### config.mk
export PLATFORM = sky130hd
export DESIGN_NAME = tanh_4bit_quant_feeder_flat
export DESIGN_NICKNAME = d
export VERILOG_FILES = /design/src/rtl/tanh_4bit_quant_feeder_if.sv /design/src/rtl/tanh_4bit_quant_feeder.sv /design/src/flat_wrapper.sv
export SDC_FILE = /design/constraint.sdc
export NUM_CORES = 1
export LEC_CHECK = 0
export ABC_AREA = 1
export ABC_CLOCK_PERIOD_IN_PS = 1500
export CORE_ASPECT_RATIO = 2
export CORE_MARGIN = 2
export CORE_UTILIZATION = 29
export CTS_CLUSTER_SIZE = 14
export DETAILED_ROUTE_END_ITERATION = 10
export GPL_TIMING_DRIVEN = 1
export PLACE_DENSITY = 0.52
export SLEW_MARGIN = 20
export SYNTH_ARGS = -nofsm -noshare
export SYNTH_HDL_FRONTEND = slang
export SYNTH_SLANG_ARGS = --single-unit
### constraint.sdc
create_clock -name clk -period 1.5 [get_ports clk]
set_input_delay 0.15 -clock clk [delete_from_list [all_inputs] [get_ports clk]]
set_output_delay 0.15 -clock clk [all_outputs]
set_load 0.02 [all_outputs]
### src/rtl/tanh_4bit_quant_feeder_if.sv
// Stream bundle for the tanh quantizing feeder: signed samples in, sign plus 4-bit code out.
// Both directions use valid/ready; the feeder takes the slave view.
interface tanh_4bit_quant_feeder_if #(
  parameter int IN_W = 8
);
  logic [IN_W-1:0] in_data;
  logic            in_valid;
  logic            in_ready;
  logic [3:0]      out_code;
  logic            out_sign;
  logic            out_sat;
  logic            out_valid;
  logic            out_ready;

  modport master (
    output in_data, in_valid, out_ready,
    input  in_ready, out_code, out_sign, out_sat, out_valid
  );

  modport slave (
    input  in_data, in_valid, out_ready,
    output in_ready, out_code, out_sign, out_sat, out_valid
  );
endinterface

### src/rtl/tanh_4bit_quant_feeder.sv
// Converts signed samples to sign + saturated 4-bit magnitude code behind a 2-entry skid buffer.
// Optional macro TANH_QUANT_ROUND_EN selects round-half-up instead of truncation when SHIFT>0.
module tanh_4bit_quant_feeder #(
  parameter int IN_W  = 8,
  parameter int SHIFT = 1,
  parameter int CNT_W = 16
) (
  input  logic                 clk,
  input  logic                 reset,
  tanh_4bit_quant_feeder_if.slave bus,
  output logic [CNT_W-1:0]     sat_cnt,
  input  logic                 sat_cnt_clr
);

  typedef enum logic [1:0] {EMPTY, ONE, TWO} state_t;

  state_t          state_reg;
  logic            in_ready_reg;
  logic            out_valid_reg;
  logic [3:0]      main_code_reg;
  logic            main_sign_reg;
  logic            main_sat_reg;
  logic [3:0]      skid_code_reg;
  logic            skid_sign_reg;
  logic            skid_sat_reg;
  logic [CNT_W-1:0] sat_cnt_reg;

  logic            neg;
  logic [IN_W:0]   ext;
  logic [IN_W:0]   mag;
  logic [IN_W:0]   rnd;
  logic [IN_W:0]   scaled;
  logic            conv_sat;
  logic [3:0]      conv_code;
  logic            conv_sign;
  logic            accept;
  logic            pop;

  // Magnitude is one bit wider than the sample so the most negative value stays exact.
  assign neg = bus.in_data[IN_W-1];
  assign ext = {neg, bus.in_data};
  assign mag = neg ? (~ext + (IN_W+1)'(1)) : ext;

  generate
`ifdef TANH_QUANT_ROUND_EN
    if (SHIFT > 0) begin : g_round
      assign rnd = (IN_W+1)'(1) << (SHIFT - 1);
    end else begin : g_no_round
      assign rnd = '0;
    end
`else
    begin : g_trunc
      assign rnd = '0;
    end
`endif
  endgenerate

  assign scaled    = (mag + rnd) >> SHIFT;
  assign conv_sat  = scaled > (IN_W+1)'(15);
  assign conv_code = conv_sat ? 4'hF : scaled[3:0];
  // A negative value that quantizes to zero is reported as positive zero.
  assign conv_sign = neg & (conv_code != 4'h0);

  assign accept = bus.in_valid & in_ready_reg;
  assign pop    = out_valid_reg & bus.out_ready;

  always_ff @(posedge clk or posedge reset) begin
    if (reset) begin
      state_reg     <= EMPTY;
      in_ready_reg  <= 1'b1;
      out_valid_reg <= 1'b0;
      main_code_reg <= 4'h0;
      main_sign_reg <= 1'b0;
      main_sat_reg  <= 1'b0;
      skid_code_reg <= 4'h0;
      skid_sign_reg <= 1'b0;
      skid_sat_reg  <= 1'b0;
    end else begin
      case (state_reg)
        EMPTY: begin
          if (accept) begin
            main_code_reg <= conv_code;
            main_sign_reg <= conv_sign;
            main_sat_reg  <= conv_sat;
            out_valid_reg <= 1'b1;
            state_reg     <= ONE;
          end
        end
        ONE: begin
          if (accept && pop) begin
            main_code_reg <= conv_code;
            main_sign_reg <= conv_sign;
            main_sat_reg  <= conv_sat;
          end else if (accept) begin
            skid_code_reg <= conv_code;
            skid_sign_reg <= conv_sign;
            skid_sat_reg  <= conv_sat;
            in_ready_reg  <= 1'b0;
            state_reg     <= TWO;
          end else if (pop) begin
            out_valid_reg <= 1'b0;
            state_reg     <= EMPTY;
          end
        end
        TWO: begin
          // in_ready is low here, so only a pop can happen.
          if (pop) begin
            main_code_reg <= skid_code_reg;
            main_sign_reg <= skid_sign_reg;
            main_sat_reg  <= skid_sat_reg;
            in_ready_reg  <= 1'b1;
            state_reg     <= ONE;
          end
        end
        default: begin
          state_reg     <= EMPTY;
          in_ready_reg  <= 1'b1;
          out_valid_reg <= 1'b0;
        end
      endcase
    end
  end

  // Clear wins over the old count, but a saturating accept in the same cycle still counts.
  always_ff @(posedge clk or posedge reset) begin
    if (reset) begin
      sat_cnt_reg <= '0;
    end else if (accept && conv_sat) begin
      if (sat_cnt_clr) begin
        sat_cnt_reg <= CNT_W'(1);
      end else if (sat_cnt_reg != {CNT_W{1'b1}}) begin
        sat_cnt_reg <= sat_cnt_reg + CNT_W'(1);
      end
    end else if (sat_cnt_clr) begin
      sat_cnt_reg <= '0;
    end
  end

  assign bus.in_ready  = in_ready_reg;
  assign bus.out_valid = out_valid_reg;
  assign bus.out_code  = main_code_reg;
  assign bus.out_sign  = main_sign_reg;
  assign bus.out_sat   = main_sat_reg;
  assign sat_cnt       = sat_cnt_reg;

endmodule

### src/flat_wrapper.sv
// flat-port wrapper written by rule: the top's interface ports become plain ports
module tanh_4bit_quant_feeder_flat 
#(
  parameter int IN_W  = 8,
  parameter int SHIFT = 1,
  parameter int CNT_W = 16
)
  (clk, reset, sat_cnt, sat_cnt_clr, bus_in_data, bus_in_valid, bus_out_ready, bus_in_ready, bus_out_code, bus_out_sign, bus_out_sat, bus_out_valid);
  tanh_4bit_quant_feeder_if #(.IN_W(IN_W)) bus_i ();
  input  logic clk;
  input  logic reset;
  output logic [CNT_W-1:0] sat_cnt;
  input  logic sat_cnt_clr;
  input wire logic [$bits(bus_i.in_data)-1:0] bus_in_data;
  input wire logic [$bits(bus_i.in_valid)-1:0] bus_in_valid;
  input wire logic [$bits(bus_i.out_ready)-1:0] bus_out_ready;
  output wire logic [$bits(bus_i.in_ready)-1:0] bus_in_ready;
  output wire logic [$bits(bus_i.out_code)-1:0] bus_out_code;
  output wire logic [$bits(bus_i.out_sign)-1:0] bus_out_sign;
  output wire logic [$bits(bus_i.out_sat)-1:0] bus_out_sat;
  output wire logic [$bits(bus_i.out_valid)-1:0] bus_out_valid;
  assign bus_i.in_data = bus_in_data;
  assign bus_i.in_valid = bus_in_valid;
  assign bus_i.out_ready = bus_out_ready;
  assign bus_in_ready = bus_i.in_ready;
  assign bus_out_code = bus_i.out_code;
  assign bus_out_sign = bus_i.out_sign;
  assign bus_out_sat = bus_i.out_sat;
  assign bus_out_valid = bus_i.out_valid;
  tanh_4bit_quant_feeder #(.IN_W(IN_W), .SHIFT(SHIFT), .CNT_W(CNT_W)) u_core (.clk(clk), .reset(reset), .bus(bus_i), .sat_cnt(sat_cnt), .sat_cnt_clr(sat_cnt_clr));
endmodule
Word-level counts from Yosys, hierarchy flattened
Index checks and enable logic that the tools add are counted.

word-level totals
  input bits = 13
  register bits = 32

cells by class
  $add $sub $neg = 2
  bitwise logic cells = 7
  equal/unequal tests = 11
  mux-type cells = 33
  reduce and logical (&&, ||, !) cells = 13
  order comparisons = 1

operators with widths
  operator                                                       count
  two-way mux 16 bit                                             4
  adder 16 x 1 -> 16 bit, second input constant                  1
  two-way mux 4 bit                                              4
  != test 16 bit, second input constant                          1
  two-way mux 1 bit                                              13
  case mux 1 bit (3 select lines)                                4
  case mux 4 bit (3 select lines)                                1
  AND reduction 4 bit                                            3
  two-way mux 2 bit                                              5
  != test 2 x 1 -> 1 bit, second input constant                  5
  adder 9 x 1 -> 9 bit, second input constant                    1
  two-way mux 9 bit                                              1
  NOT 9 bit                                                      1
  greater-than comparator 8 x 4 -> 1 bit, second input constant  1
  case mux 2 bit (3 select lines)                                1
  AND reduction 5 bit                                            1
  != test 2 bit, second input constant                           2
  nonzero test 2 bit                                             2
  nonzero test 4 bit                                             1
  AND 1 bit                                                      3
  != test 3 x 1 -> 1 bit, second input constant                  1
  NOT 1 bit                                                      3
  AND reduction 3 bit                                            1
  nonzero test 3 bit                                             1
  other kinds (5)                                                6

Depth between registers and ports, before layout
Gate-level depths: netlist of run 1.

  depth in word-level cells = 9
  gate-level depth with buffers = 12

Least setup slack after synthesis of run 1
Ideal clock, no wire load.

  kind = register to register
  start = register u_core.sat_cnt_reg[0], in the netlist u_core.sat_cnt[0]
  end = register u_core.sat_cnt_reg[0], in the netlist u_core.sat_cnt[0]
  data arrival time = 1.709 ns
  library setup time = 0.066 ns
  path slack = -0.275 ns
  stages on the path, launching flop included = 13
  cell sequence = dfrtp_1 -> ha_1 -> nand2_1 -> nor2_2 -> inv_2 -> nor2_4 -> inv_2 -> nor2_8 -> nand4_4 -> nand2_4 -> buf_6 -> nand3_1 -> nand2_1

on the way
  word-level cells in the longest chain between the ends = 4

RTL lines
  element                 RTL line                       source
  from (decl)             tanh_4bit_quant_feeder.sv:26   logic [CNT_W-1:0] sat_cnt_reg;
  from (signal assigned)  tanh_4bit_quant_feeder.sv:132  sat_cnt_reg <= sat_cnt_reg + CNT_W'(1);
  adder 16 x 1 -> 16 bit  tanh_4bit_quant_feeder.sv:132
  two-way mux 16 bit      tanh_4bit_quant_feeder.sv:131  end else if (sat_cnt_reg != {CNT_W{1'b1}}) begin
  two-way mux 16 bit      tanh_4bit_quant_feeder.sv:129  if (sat_cnt_clr) begin
  two-way mux 16 bit      tanh_4bit_quant_feeder.sv:128  end else if (accept && conv_sat) begin

Parallel ways exist; a longest one is shown, timed or not. The select of a mux whose other input is x is not followed.
A chain may end at the register's enable or synchronous reset.

Worst setup path in the final report of run 1
  start = register u_core.sat_cnt_reg[0], in the netlist u_core.sat_cnt[0]
  end = register u_core.sat_cnt_reg[6], in the netlist u_core.sat_cnt[6]

Same word-level chain as after synthesis.

==> results summary, run 1 <==
The data arrival time of the worst path is 1830 ps. The post-detailed-route DRC marker count is 0. The maximum buffer depth of the clock tree came out at 2.

Derived from the worst setup path, the maximum achievable clock frequency is 614.5 MHz. The TritonCTS clock tree is done. In this run the core area contains 42 standard-cell rows. The cell area after layout is 3298 µm². Across all setup checks in the final design, the least slack found is -127.3 ps.

The checks that failed: negative setup slack. The first global-routing pass estimated 10,070 µm of wire. The minimum hold slack is 207.8 ps. The total routed wirelength came out at 6104 µm.

Once detailed placement completed, the half-perimeter wirelength came to 4584 µm. The worst setup path is of the reg2reg kind. The count of different cell masters after synthesis came out at 32. For this design, the CTS-stage hold fixing added 0 buffers. Yosys printed 0 warnings. The global-route total usage across every layer came out at 17.35%. In this run the worst path has a maximum fanout of 10.

Input and output buffers added on the ports amount to 36. The via count came out at 2,172. The detailed router finished its first iteration with 109 violations. The count of inserted antenna diode cells came out at 0. The leakage power came out at 1.761 nW. After synthesis, the mean cell area works out to 7.191 µm².

The via count of the first global-routing pass came out at 2,217. STA classifies the critical path endpoint as a flop. The sort of element at the start of the critical path is a flop. The total nets after synthesis came out at 288. The min-delay analysis places its worst path in the category in2async. The headroom to the max-slew limit is 73.93%. The max capacitance violation total came out at 0. The die footprint is 7484 µm². The global placer's final weighted congestion is 0.8771. Clock skew on the completed layout was measured at 4.469 ps. The detail route stage leaves a number of antenna-violating nets equal to 0. Dividing the detail-routed wire length by the instance count gives 13.07 µm. The count of final hold-check violations came out at 0. Measured along the x axis, the die boundary spans 62.18 µm. The clock insertion delay at the later pin of the skew report is 280 ps. Power comes to 4.264 mW. The number of antenna violations at the first check in global routing is 0. The worst slack at placement came out at -423.0 ps. The layout overhead on the synthesized area came out at 68.00%.

The instance count of the mapped netlist is 273. The measured slew at the worst slew-check pin is 388.1 ps. The number of instances in the placed design is 450. The number of fill cells in the layout is 658. Of the cells placed in the final design, the portion with a size suffix greater than 1 is 33.51%. The flow ran to the end, but the final reports show violations. The cell at the root of the clock tree is sky130_fd_sc_hd__clkbuf_16.

After the flow finishes, the layout carries non-filler instances totaling 467. The mean number of vias per cell came out at 4.651. The clock net sink count came out at 32. The total congestion overflow is 0.

After the last flow step, the layout net total stands at 393. The sequential share of the synthesized area is 40.85%. The largest net degree at the start of global routing came out at 33. The flip-flop count of the largest register after layout came out at 16. The post-synthesis instance area is 1963 µm². The final count of pins violating max slew came out at 0. For the finished layout, the period the worst path requires is 1627 ps. Summing all placed instances gives a cell area of 2952 µm². Power spread over the standard cell area amounts to 1293 nW/µm².

The register bit total from synthesis is 32. The setup TNS came out at -1560 ps. After clock tree synthesis, the clock-pin slew on the worst setup and hold paths is 60 ps.

The pre-antenna-repair detailed-routing pass consisted of 4 iterations. Setup repair after global routing could not meet its margin everywhere. The required arrival time at the worst endpoint is 1710 ps. The count of endpoints failing setup in the final report is 16. The core outline area is 6569 µm². The utilization after layout is 50.21%. The boundary pin count is 37. The starting utilization of the core area came out at 29.89%.

The final worst-path cycle share is 108.5%. The number of H-tree branching levels came out at 2. TritonCTS created 5 clock buffers. From bottom edge to top edge, the die measures 120.4 µm. The maximum VDD drop is 609.0 µV.
-- where the power goes --
| group | leakage (nW) | internal (mW) | switching, mW |
|---|---|---|---|
| combinational | 1.28 | 0.962 | 1.01 |
| sequential | 0.408 | 1.11 | 0.136 |
| clock | 0.0766 | 0.654 | 0.392 |
| total | 1.76 | 2.72 | 1.54 |
-- what timing repair did --
item                                    in CTS  in global routing
resized for setup                           35                 33
pin swaps                                   11                  5
endpoints found under the setup margin      39                 33
endpoints found under the hold margin        0                  0
cloned                                       1                  0
buffers inserted                             5                  3
-- final timing paths --
kind	from	depth (start not counted)	endpoint	slack, ps
setup reg to reg	u_core.sat_cnt[0]	12	u_core.sat_cnt[6]	-130
hold / removal	reset	3	u_core.sat_cnt[1]	210
hold reg to reg	u_core.bus.out_code[1]	2	u_core.bus.out_code[1]	470
setup / recovery	u_core.sat_cnt[0]	12	u_core.sat_cnt[6]	-130
min in group clk	bus_in_data[7]	4	u_core.skid_sign_reg	380
max in group asynchronous	reset	3	u_core.bus.in_ready	1040
-- worst max-delay path: stages (launching register included) --
cell	delay, ps
sky130_fd_sc_hd__dfrtp_2	400
sky130_fd_sc_hd__ha_4	150
sky130_fd_sc_hd__nand2_4	70
sky130_fd_sc_hd__nor2_4	100
sky130_fd_sc_hd__inv_2	60
sky130_fd_sc_hd__nor2_4	80
sky130_fd_sc_hd__inv_2	70
sky130_fd_sc_hd__nor2_8	110
sky130_fd_sc_hd__nand4_4	100
sky130_fd_sc_hd__nand2_4	130
sky130_fd_sc_hd__buf_12	140
sky130_fd_sc_hd__nand3_1	60
sky130_fd_sc_hd__o21ai_1	80
-- cell type report --
cell class | count | area (µm²) | area share (%)
Tap cell | 88 | 110.1 | 3.338
Clock buffer | 6 | 138.9 | 4.211
Multi-Input combinational cell | 204 | 1175 | 35.62
Inverter | 32 | 122.6 | 3.718
Clock inverter | 2 | 10.01 | 0.3035
Sequential cell | 32 | 804.5 | 24.39
Timing Repair Buffer | 103 | 937.1 | 28.41
-- synthesized netlist by cell type, drive strengths merged --
cell type  count  area share (%)
nand2         79              16
nand3         38             9.7
inv           32             6.1
dfrtp         31              40
nor2          27             6.9
o21ai         23             5.9
a21oi          8             2.0
nor3           5             1.3
or2            4             1.3
xor2           4             1.8
buf            3             1.1
clkbuf         3            0.64
nand3b         3             1.1
nand4          3             1.7
ha             2             1.3
xnor2          2            0.89
a22oi          1            0.38
a31o           1            0.45
a31oi          1            0.32
dfstp          1             1.3
o21bai         1            0.38
or3            1            0.32
-- logic make-up (layout without fill, tap and decap cells) --
group,count (synthesis),in the layout,synth area share [%]
compound gates,35,35,9.433
xor+xnor,6,6,2.677
simple gates,160,161,37.92
fa+ha+maj,2,2,1.274
buf+inv,38,143,7.839
flops,32,32,40.85
-- layout by cell type (no fill, tap or decap), drive strengths merged, types with 3 or more instances in the layout --
cell type and count:
nand4 3, or2 4, nand3b 3, xor2 4
nor2 27, o21ai 23, clkbuf 6, dlygate4sd2 15
a21oi 8, dfrtp 31, inv 32, nor3 5
nand3 38, clkdlybuf4s50 13, nand2 79, dlymetal6s2s 8
buf 67
-- routing by layer --
metal  global-route usage, %  up-vias  wire length [µm]
met2                   35.60       45              3717
li1                        -     1093                 -
met1                   15.36     1018              1970
met4                   9.444        0               255
met3                   2.977       16               161
met5                       0        -                 0
Note: power is estimated with default switching activity, not from simulation.
==> run 2, diff against run 1 <==
SLEW_MARGIN = 15   (was 20)
==> results of run 2 <==
No change in the layout: final DEF, timing and power equal those of run 1.
==> run 3, diff against run 2 <==
DONT_BUFFER_PORTS = 1   (was unset)
PLACE_DENSITY = 0.45   (was 0.52)
==> run 3 against run 2 <==
The flow still finishes with violations (negative setup slack). Non-clock buffer count is 41 lower. First-iteration DRC count is 20% higher. Clock skew is 0.83 ps higher. Total power is 2.6% lower. Clock-buffer cell count is 1 higher. Sequential power is 11% higher. Sequential share of layout area is 2.9 points higher. Utilization is 5.1 points lower. Cell count is 8.8% lower. Critical path type unchanged.
==> results summary, run 3 (same netlist as run 1, synthesis figures left out) <==
The headroom to the max-slew limit is 69.82% (was 73.93%). The total congestion overflow came out at 0 (unchanged). The wire length of the first global-routing pass is 10,670 µm (was 10,070 µm). The placed instance area is 2534 µm² (was 2952 µm²).

The worst clock skew is 5.299 ps (was 4.469 ps). The final worst-path cycle share is 105.4% (was 108.5%). The most crowded layer after global routing is met2 (unchanged). The total power density per cell area was 1402 nW/µm² (was 1293 nW/µm²). The maximum fanout along the worst path came out at 6 (was 10).

The kind of end point of the critical path is a flop (unchanged). The clock-pin slew on the worst setup and hold paths came out at 60 ps (about the same). The layout cell share with drive strength beyond 1 is 38.17% (was 33.51%).

The minimum hold slack came to 30.57 ps (was 207.8 ps). In this run the most critical hold path is launched from sat_cnt_clr. The count of endpoints failing setup in the final report is 16 (unchanged). The destination of the worst hold path is u_core.sat_cnt[3]. The DRC marker count from the first detailed-route iteration came out at 131 (was 109). The met1 track utilization from global routing came out at 16.40% (was 15.36%). The detailed placer's ending HPWL is 4863 µm (was 4584 µm). The global-route total usage across every layer came out at 18.48% (was 17.35%). The total routed wirelength was 6381 µm (was 6104 µm). The worst reg2reg path startpoint is u_core.sat_cnt[1] (was u_core.sat_cnt[0]). The core outline area is 6569 µm² (unchanged).

The path depth of the worst reg2reg path is 12 (unchanged). The commonest non-fill, non-tap cell in the layout is sky130_fd_sc_hd__nand2_1 (unchanged). The via count is 2,033 (was 2,172).

The global placer's final weighted congestion is 0.8168 (was 0.8771). Commonest cells after routing, fill and taps aside: sky130_fd_sc_hd__nand2_1 (67), sky130_fd_sc_hd__buf_4 (54), sky130_fd_sc_hd__inv_1 (27), sky130_fd_sc_hd__dfrtp_1 (27), sky130_fd_sc_hd__nand3_1 (26) (was sky130_fd_sc_hd__nand2_1 (69), sky130_fd_sc_hd__buf_4 (57), sky130_fd_sc_hd__nand3_1 (32), sky130_fd_sc_hd__dfrtp_1 (29), sky130_fd_sc_hd__inv_1 (25)). The number of fill cells in the layout came to 711 (was 658). Violated checks: negative setup slack (unchanged). The upper clock frequency limit came to 632.7 MHz (was 614.5 MHz).

The cell depth of the worst min-delay path is 3. The number of antenna violations at the first check in global routing came out at 0 (unchanged). The die width came to 62.18 µm (unchanged).

The iteration count of the initial detailed-routing pass was 4 (unchanged). The number of CTS-inserted buffers came to 5 (unchanged). The final count of pins violating max slew came to 0 (unchanged). Unrepaired setup endpoints after global routing: true (unchanged). The leakage power was 1.441 nW (was 1.761 nW). The post-detailed-route DRC marker count came out at 0 (unchanged). The global routing usage on met2 is 38.11% (was 35.60%). The TritonCTS clock tree was done (unchanged). The number of H-tree branching levels came out at 2 (unchanged). The via count of the first global-routing pass came to 2,183 (was 2,217). The destination of the worst register-to-register timing path is u_core.sat_cnt[9] (was u_core.sat_cnt[6]). The number of placement rows came out at 42 (unchanged). The flip-flop count of the largest register after layout came out at 16 (unchanged).

The reg-to-reg setup timing slack came out at -80 ps (was -130 ps). The cell area after layout was 2962 µm² (was 3298 µm²). The setup TNS came out at -1046 ps (was -1560 ps). The net count of the finished layout came out at 352 (was 393). The measured slew at the worst slew-check pin is 452.7 ps (was 388.1 ps).

The required arrival time at the worst endpoint is 1680 ps (was 1710 ps). The clock insertion delay at the later pin of the skew report was 280 ps (about the same). The layout overhead on the synthesized area was 50.86% (was 68.00%).

The mean number of vias per cell came out at 4.772 (was 4.651). The class of the most critical setup path is reg2reg (unchanged). The count of inserted antenna diode cells is 0 (unchanged). The maximum buffer depth of the clock tree came out at 2 (unchanged). Outcome: complete, but fails checks (unchanged). The max capacitance violation total came to 0 (unchanged). The met3 track demand over resource is 4.093% (was 2.977%). The largest net degree at the start of global routing came out at 33 (unchanged).

The cell at the root of the clock tree is sky130_fd_sc_hd__clkbuf_16 (unchanged). The boundary pin count is 37 (unchanged). The count of final hold-check violations came to 0 (unchanged). The kind of path behind the tightest hold check is in2reg (was in2async). The utilization after layout was 45.09% (was 50.21%). The clock net sink count was 32 (unchanged). The height of the die came out at 120.4 µm (unchanged). The final worst-path setup slack is -80.62 ps (was -127.3 ps). The count of port buffers added during placement is 0 (was 36). The maximum VDD drop came out at 634.6 µV (was 609.0 µV).

The number of antenna-violating nets in the routed design is 0 (unchanged). The worst slack at placement came out at -127.8 ps (was -423.0 ps). The detail-routed net length per standard cell is 14.98 µm (was 13.07 µm).

The die footprint is 7484 µm² (unchanged). The starting utilization of the core area came out at 29.89% (unchanged). The clock period minus worst slack is 1581 ps (was 1627 ps).

The sort of element at the start of the critical path was a flop (unchanged). The data arrival time of the worst path is 1760 ps (was 1830 ps).
[run 3: cell types whose count changed in the layout (fill, tap and decap cells not counted), sizes merged, moves of 8 or more]
cell / change
dlygate4sd2: -15
clkdlybuf4s50: -13
buf: -8
dlymetal6s2s: -8
[run 3: layout make-up]
class / count / area [µm²] / share of cell area [%]
multi-input cells: 204 / 1206 / 40.73
flip-flops and latches: 32 / 807.0 / 27.25
repair buffers: 62 / 533.0 / 18.00
clock buffers: 7 / 152.6 / 5.154
inverters: 32 / 122.6 / 4.140
well taps: 88 / 110.1 / 3.718
clock inverters: 1 / 30.03 / 1.014
[run 3: timing repair]
item	in CTS	in global routing
setup endpoints to repair	21	25
resized for setup	15	30
pin swaps	7	12
hold buffers	2	0
hold endpoints to repair	32	0
gates cloned	1	1
buffers inserted	4	2
[run 3: through the flow]
step | instances | power (mW)
final | 426 | 4.153
after global routing | 426 | 4.446
after CTS | 423 | 3.981
after detailed placement | 408 | 2.562
after global placement | 408 | 2.551
after floorplan | 273 | 2.115
[run 3: layer usage]
metal	up-vias	wire [µm]
li1	1014	-
met1	960	2025
met2	45	3914
met3	14	244
met4	0	197
met5	-	0
[run 3: critical path: stages (launching register included)]
cell	delay, ps
sky130_fd_sc_hd__dfrtp_2	400
sky130_fd_sc_hd__ha_4	150
sky130_fd_sc_hd__nand2_4	50
sky130_fd_sc_hd__nor2_4	90
sky130_fd_sc_hd__inv_2	50
sky130_fd_sc_hd__nor2_4	80
sky130_fd_sc_hd__inv_2	70
sky130_fd_sc_hd__nor2_8	100
sky130_fd_sc_hd__nand4_4	90
sky130_fd_sc_hd__nand2_4	140
sky130_fd_sc_hd__nand2_4	100
sky130_fd_sc_hd__nand2_2	100
sky130_fd_sc_hd__nand2_1	40
[run 3: how the worst max path moves through the flow]
stage	slack, ps	cells after the start	start	end
detailed placement	-130	12	u_core.sat_cnt[0]	u_core.sat_cnt[9]
CTS	-100	12	u_core.sat_cnt[0]	u_core.sat_cnt[8]
floorplan	-160	12	u_core.sat_cnt[0]	u_core.sat_cnt[0]
global route	-190	12	u_core.sat_cnt[1]	u_core.sat_cnt[8]
global placement	-100	12	u_core.sat_cnt[0]	u_core.sat_cnt[11]
finish	-80	12	u_core.sat_cnt[1]	u_core.sat_cnt[9]
[run 3: power by group]
part / total [mW] / switching (mW) / leakage [nW] / internal, mW
registers: 1.38 / 0.270 / 0.405 / 1.11
clock network: 1.27 / 0.391 / 0.0901 / 0.874
logic: 1.51 / 0.816 / 0.946 / 0.692
total: 4.15 / 1.48 / 1.44 / 2.68
